===== src/rtl/serial_bit_feeder.sv =====
// Parallel-to-serial feeder for the zero-run detector: MSB-first, DIV cycles per bit, idles high.
// Optional even-parity trailer bit when SER_PARITY_EN is defined.
module serial_bit_feeder #(
  parameter int unsigned WIDTH = 8,
  parameter int unsigned DIV   = 4
) (
  input  logic             clk,
  input  logic             reset,
  input  logic [WIDTH-1:0] load_data,
  input  logic             load_valid,
  output logic             load_ready,
  output logic             ser_out,
  output logic             bit_strobe,
  output logic             busy
);

  localparam int unsigned BW = $clog2(WIDTH + 1);
  localparam int unsigned DW = $clog2(DIV + 1);
  localparam logic [BW-1:0] WidthMax = BW'(WIDTH);
  localparam logic [DW-1:0] DivMax   = DW'(DIV);

  localparam logic [1:0] StIdle   = 2'd0;
  localparam logic [1:0] StShift  = 2'd1;
`ifdef SER_PARITY_EN
  localparam logic [1:0] StParity = 2'd2;
`endif

  logic [1:0]       state_q, state_d;
  logic [WIDTH-1:0] sr_q, sr_d;
  logic [BW-1:0]    bcnt_q, bcnt_d;
  logic [DW-1:0]    dcnt_q, dcnt_d;
  logic             ser_q, ser_d;
  logic             strobe_q, strobe_d;
  logic             busy_q, busy_d;
`ifdef SER_PARITY_EN
  logic             par_q, par_d;
`endif

  assign load_ready = (state_q == StIdle);
  assign ser_out    = ser_q;
  assign bit_strobe = strobe_q;
  assign busy       = busy_q;

  always_comb begin
    state_d  = state_q;
    sr_d     = sr_q;
    bcnt_d   = bcnt_q;
    dcnt_d   = dcnt_q;
    ser_d    = ser_q;
    strobe_d = 1'b0;
    busy_d   = busy_q;
`ifdef SER_PARITY_EN
    par_d    = par_q;
`endif
    unique case (state_q)
      StIdle: begin
        ser_d  = 1'b1;
        busy_d = 1'b0;
        if (load_valid) begin
          sr_d     = {load_data[WIDTH-2:0], 1'b0};
          ser_d    = load_data[WIDTH-1];
          strobe_d = 1'b1;
          busy_d   = 1'b1;
          bcnt_d   = BW'(1);
          dcnt_d   = DW'(1);
`ifdef SER_PARITY_EN
          par_d    = load_data[WIDTH-1];
`endif
          state_d  = StShift;
        end
      end
      StShift: begin
        if (dcnt_q < DivMax) begin
          dcnt_d = dcnt_q + DW'(1);
        end else if (bcnt_q < WidthMax) begin
          ser_d    = sr_q[WIDTH-1];
          sr_d     = {sr_q[WIDTH-2:0], 1'b0};
          bcnt_d   = bcnt_q + BW'(1);
          dcnt_d   = DW'(1);
          strobe_d = 1'b1;
`ifdef SER_PARITY_EN
          par_d    = par_q ^ sr_q[WIDTH-1];
`endif
        end else begin
`ifdef SER_PARITY_EN
          ser_d    = par_q;
          strobe_d = 1'b1;
          dcnt_d   = DW'(1);
          state_d  = StParity;
`else
          ser_d    = 1'b1;
          busy_d   = 1'b0;
          state_d  = StIdle;
`endif
        end
      end
`ifdef SER_PARITY_EN
      StParity: begin
        if (dcnt_q < DivMax) begin
          dcnt_d = dcnt_q + DW'(1);
        end else begin
          ser_d   = 1'b1;
          busy_d  = 1'b0;
          state_d = StIdle;
        end
      end
`endif
      default: begin
        // Illegal encoding: fall back to idle outputs.
        ser_d   = 1'b1;
        busy_d  = 1'b0;
        state_d = StIdle;
      end
    endcase
  end

  always_ff @(posedge clk or negedge reset) begin
    if (!reset) begin
      state_q  <= StIdle;
      sr_q     <= '0;
      bcnt_q   <= '0;
      dcnt_q   <= '0;
      ser_q    <= 1'b1;
      strobe_q <= 1'b0;
      busy_q   <= 1'b0;
`ifdef SER_PARITY_EN
      par_q    <= 1'b0;
`endif
    end else begin
      state_q  <= state_d;
      sr_q     <= sr_d;
      bcnt_q   <= bcnt_d;
      dcnt_q   <= dcnt_d;
      ser_q    <= ser_d;
      strobe_q <= strobe_d;
      busy_q   <= busy_d;
`ifdef SER_PARITY_EN
      par_q    <= par_d;
`endif
    end
  end

endmodule


===== config.mk =====
export PLATFORM = sky130hd
export DESIGN_NAME = serial_bit_feeder
export DESIGN_NICKNAME = d
export VERILOG_FILES = /design/src/rtl/serial_bit_feeder.sv
export SDC_FILE = /design/constraint.sdc
export NUM_CORES = 1
export LEC_CHECK = 0
export ABC_AREA = 0
export ABC_CLOCK_PERIOD_IN_PS = 1710
export CORE_AREA = 2 2 45 47
export DETAILED_ROUTE_END_ITERATION = 10
export DIE_AREA = 0 0 47 49
export PLACE_DENSITY = 0.81
export SYNTH_ARGS = -nofsm -noshare
export SYNTH_HDL_FRONTEND = slang
export SYNTH_SLANG_ARGS = --single-unit
export TNS_END_PERCENT = 100

===== constraint.sdc =====
create_clock -name clk -period 1.71 [get_ports clk]
set_clock_uncertainty 0.1 [all_clocks]
set_input_delay 0.171 -clock clk [delete_from_list [all_inputs] [get_ports clk]]
set_output_delay 0.171 -clock clk [all_outputs]
set_load 0.03 [all_outputs]

Yosys cells after proc, flatten, opt, wreduce, memory -nomap -nowiden
Cells that the tools add are included.

word-level totals
  register bits = 20
  output and inout bits = 4
  word-level logic and storage cells = 50

cells by class
  $add $sub $neg = 2
  order comparisons = 2
  equality and inequality tests = 6
  muxes and demuxes = 27
  reductions and logical operators = 6

operators by type and width
  kind                   number
  $mux W8                3
  $pmux W8 S2            1
  $mux W4                3
  $mux W3                3
  $mux W1                8
  $ne A2 B2 Y1 const B   4
  $pmux W4 S2            1
  $mux W2                3
  $pmux W1 S2            3
  $pmux W3 S2            1
  $reduce_and A3 Y1      2
  $add A4 B1 Y4 const B  1
  $lt A4 B4 Y1 const B   1
  $pmux W2 S2            1
  $reduce_and A4 Y1      1
  $add A3 B1 Y3 const B  1
  $lt A3 B3 Y1 const B   1
  $ne A3 B3 Y1 const B   1
  $eq A2 B1 Y1 const B   1
  $logic_not A2 Y1       1
  $reduce_and A2 Y1      1
  $reduce_bool A2 Y1     1

Longest topological paths before layout
  word-level depth = 4
  mapped depth = 5
  depth with buffers taken out = 4

Least setup slack after synthesis
No wires, ideal clock.

  path kind = register to register
  start point = reg dcnt_q[2]
  end point = reg sr_q[2]
  setup time = 0.125 ns
  data arrival time = 1.151 ns
  path slack = 0.334 ns
  cell stages (with the launch flop) = 4
  period minus slack after synthesis = 1.376 ns
  path through = dfrtp_1 -> nor2b_4 -> a21oi_4 -> mux2_2

between the ends
  cells in the longest elaborated chain, start to end = 3

ends and longest elaborated chain
  what                         line  source
  start: declaration           31    logic [DW-1:0] dcnt_q, dcnt_d;
  start signal: assignment     133   dcnt_q <= dcnt_d;
  $lt A3 B3 Y1                 73    if (dcnt_q < DivMax) begin
  $ne A2 B2 Y1 (no line)       -
  $reduce_and A4 Y1 (no line)  -
  end signal: assignment       131   sr_q <= sr_d;
  end: declaration             29    logic [WIDTH-1:0] sr_q, sr_d;

No other way between the ends.
A chain may end at the register's enable or synchronous reset.

Worst setup path in the final report
  start point = reg busy_q, in the netlist busy
  end point = out busy

RTL lines
  what                      line  source
  start: declaration        34    logic busy_q, busy_d;
  start signal: assignment  136   busy_q <= busy_d;
  end: declaration          14    output logic busy

No word-level cell between the ends.

==> summary.txt <==
Status
  • Status: finished clean

Logic synthesis
  • Ys async rst share: 100%
  • Post-synth EDFFs: 0
  • Top FF cell, synth: dfrtp_1
  • Yosys warns: 0
  • Synth top area cells: dfrtp_1, mux2_2, dfstp_2, ha_1, o21ai_0
  • Most instantiated library cell after synthesis: dfrtp_1
  • Syn nets: 83
  • Post-synth top area share: roughly half
  • Syn_area_per_cell: 12.4 µm²
  • Post-synthesis sequential area ratio: 52.2%
  • Syn Std Cell Area: ~860 µm²
  • Synth unique cells: 27
  • Post-synth top area cell: dfrtp_1
  • Commonest cells post-synth: dfrtp_1, mux2_2, inv_1, o21ai_0
  • Syn Inst Count: 70
  • Yosys reg bits: 18

STA
  • Least-Margin Pin Slew: approximately 0.47 ns
  • RSZ-0062 raised after global routing: false
  • Tmin final: 1.59 ns
  • FMAX: approximately 630 MHz
  • Setup violators final: 0
  • Final period util: between 90% and 100%
  • Setup TNS: 0 ns
  • Slew Limit Fails: 0
  • Worst slew margin: between 60% and 70%
  • Hold slack final: approximately 0.084 ns
  • Final hold violations: 0

Worst setup path
  • Worst reg2reg path startpoint: dcnt_q[2]$_DFFE_PN0P_
  • Critical R2R Capture: sr_q[4]$_DFFE_PN0P_
  • CP Class: flip-flop to output port
  • Worst Setup Start Kind: flip-flop
  • Worst-path maximum fanout: 2
  • Worst path cell trace: clkdlybuf4s50_1
  • Slowest-stage cell, CP: clkdlybuf4s50_1
  • Critical Path RT: 1.44 ns
  • WP buf/inv: 1
  • Worst Path Arrival: 1.32 ns
  • Worst R2R Setup Slack: about 0.19 ns
  • Worst setup startpoint: busy$_DFFE_PN0P_
  • Largest stage delay, worst path: around 0.67 ns
  • Critical Path Stages: 1
  • CP endpoint kind: output port
  • Top delay family on crit path: buffers and inverters
  • Cells on worst reg2reg path: 3

Pwr
  • Worst VDD drop: ~0.00093 V
  • P per Cell Area: 1700 nW/µm²
  • Leakage: 0.488 nW
  • Tot Pwr: 1.88 mW

Detailed routing
  • Via count: 600
  • DRT iter0 DRCs: 2
  • Vias per Instance: around 5.0
  • Post-DRT Antenna Nets: 0
  • Drt total wl: approximately 1600 µm
  • DR pass1 iterations: 4
  • Routed len/inst: 13.3 µm
  • DRC violations left: 0

CTS
  • CTS max path bufs: 2
  • Clk pin slew, worst setup/hold paths: 0.10 ns
  • Clock buffer count from CTS: 3
  • CTS Sinks: 18
  • CTS resizes: 2
  • Later-pin clock latency in the skew report: around 0.29 ns
  • Clk root buf: clkbuf_4
  • CTS Hold Buffers Added: 0
  • CTS tree: built
  • Htree depth: 1
  • Setup Buffers After CTS: 0

Global route
  • Initial antenna violation count: 0
  • Vias in the first global route: between 600 and 700
  • Gr ovfl total: 0
  • Gr usage total: between 10% and 20%
  • Largest net degree at the start of global routing: 11
  • First-pass GRT wire length: about 2800 µm

Finish
  • Area growth syn-to-layout: 27.5%
  • Nets: about 110
  • Layout fillers: 187
  • Share of cells above drive strength 1: 29.0%
  • # diodes: 0
  • Non-Filler Instances: 120
  • Post-route design area: 1100 µm²

Floorplanning
  • Starting Density: roughly 47%
  • IO Pins: 15
  • Chip Width: roughly 47 µm
  • Core area: 1840 µm²
  • FP Rows: 16
  • Die height: roughly 49 µm
  • Die area: ~2300 µm²

Placement
  • Placed cell area: around 1100 µm²
  • IO Port Bufs: 14
  • Cell Count Post-Placement: 116
  • Placer Congestion: slightly above 0.7
  • DP Wirelength: 1230 µm

Min path
  • Worst Hold Class: primary input to async pin

Job
  • Max Cap Viol: 0
-- report_power, final --
| group | total [mW] | internal, mW | leakage (nW) | switching (mW) |
|---|---|---|---|---|
| sequential | 0.780 | 0.628 | 0.218 | 0.152 |
| clock | 0.262 | 0.130 | 0.0210 | 0.132 |
| combinational | 0.834 | 0.459 | 0.249 | 0.375 |
-- cells by family after synthesis --
group / count (synthesis) / share of synthesized area, %
xor gates and xnor gates: 2 / 2.03
muxes: 13 / 17.2
and+or+nand+nor: 13 / 8.25
adders and majority gates: 2 / 2.89
AOI/OAI and AO/OA: 15 / 12.6
DFF: 18 / 52.2
buffers and inverters: 7 / 4.78
-- through the flow --
stage               utilization [%]  setup slack [ns]
floorplan                         -             0.334
global placement               58.0             0.115
detailed placement             58.0            0.0443
CTS                            59.9            0.0975
global route                   59.9            0.0693
finish                         59.9             0.115
-- flip-flops by register name, summed over array words and instances, names as in the netlist --
| register | flops |
|---|---|
| dcnt_q | 3 |
| state_q | 1 |
| ser_out | 1 |
| busy | 1 |
| bcnt_q | 4 |
| bit_strobe | 1 |
| sr_q | 7 |
-- cell type report --
| cell class | instances | area [µm²] | area share, % |
|---|---|---|---|
| clock buffer | 4 | 36.3 | 3.29 |
| tap | 27 | 33.8 | 3.06 |
| multi-input combinational | 45 | 372 | 33.7 |
| inverter | 5 | 18.8 | 1.70 |
| timing repair buffer | 21 | 190 | 17.3 |
| sequential | 18 | 452 | 41.0 |
-- worst max path at each step --
stage | endpoint | slack, ns
floorplan | sr_q[2]$_DFFE_PN0P_ | 0.33
global placement | sr_q[7]$_DFFE_PN0P_ | 0.11
detailed placement | sr_q[4]$_DFFE_PN0P_ | 0.04
CTS | busy | 0.1
global route | busy | 0.07
finish | busy | 0.12
-- cell usage in the layout (no fill, tap or decap), types with 2 or more instances in the layout --
| master | synthesis | layout |
|---|---|---|
| clkbuf_4 | 0 | 3 |
| mux2_2 | 11 | 11 |
| clkdlybuf4s50_1 | 0 | 12 |
| dlygate4sd2_1 | 0 | 2 |
| inv_1 | 5 | 5 |
| nand2_1 | 4 | 4 |
| a21oi_1 | 2 | 2 |
| o21ai_0 | 5 | 5 |
| nor2_1 | 4 | 4 |
| dfrtp_1 | 17 | 17 |
| buf_4 | 0 | 7 |
| ha_1 | 2 | 2 |
-- routing by layer --
| layer | vias up | GRT usage, % | share of wire (%) |
|---|---|---|---|
| li1 | 292 | - | - |
| met1 | 292 | 20.8 | 42 |
| met2 | 12 | 27.6 | 52 |
| met3 | 4 | 3.33 | 3.1 |
| met4 | 0 | 8.33 | 2.9 |
| met5 | - | 0 | 0 |
No activity file was read; power rests on OpenSTA's default activity.
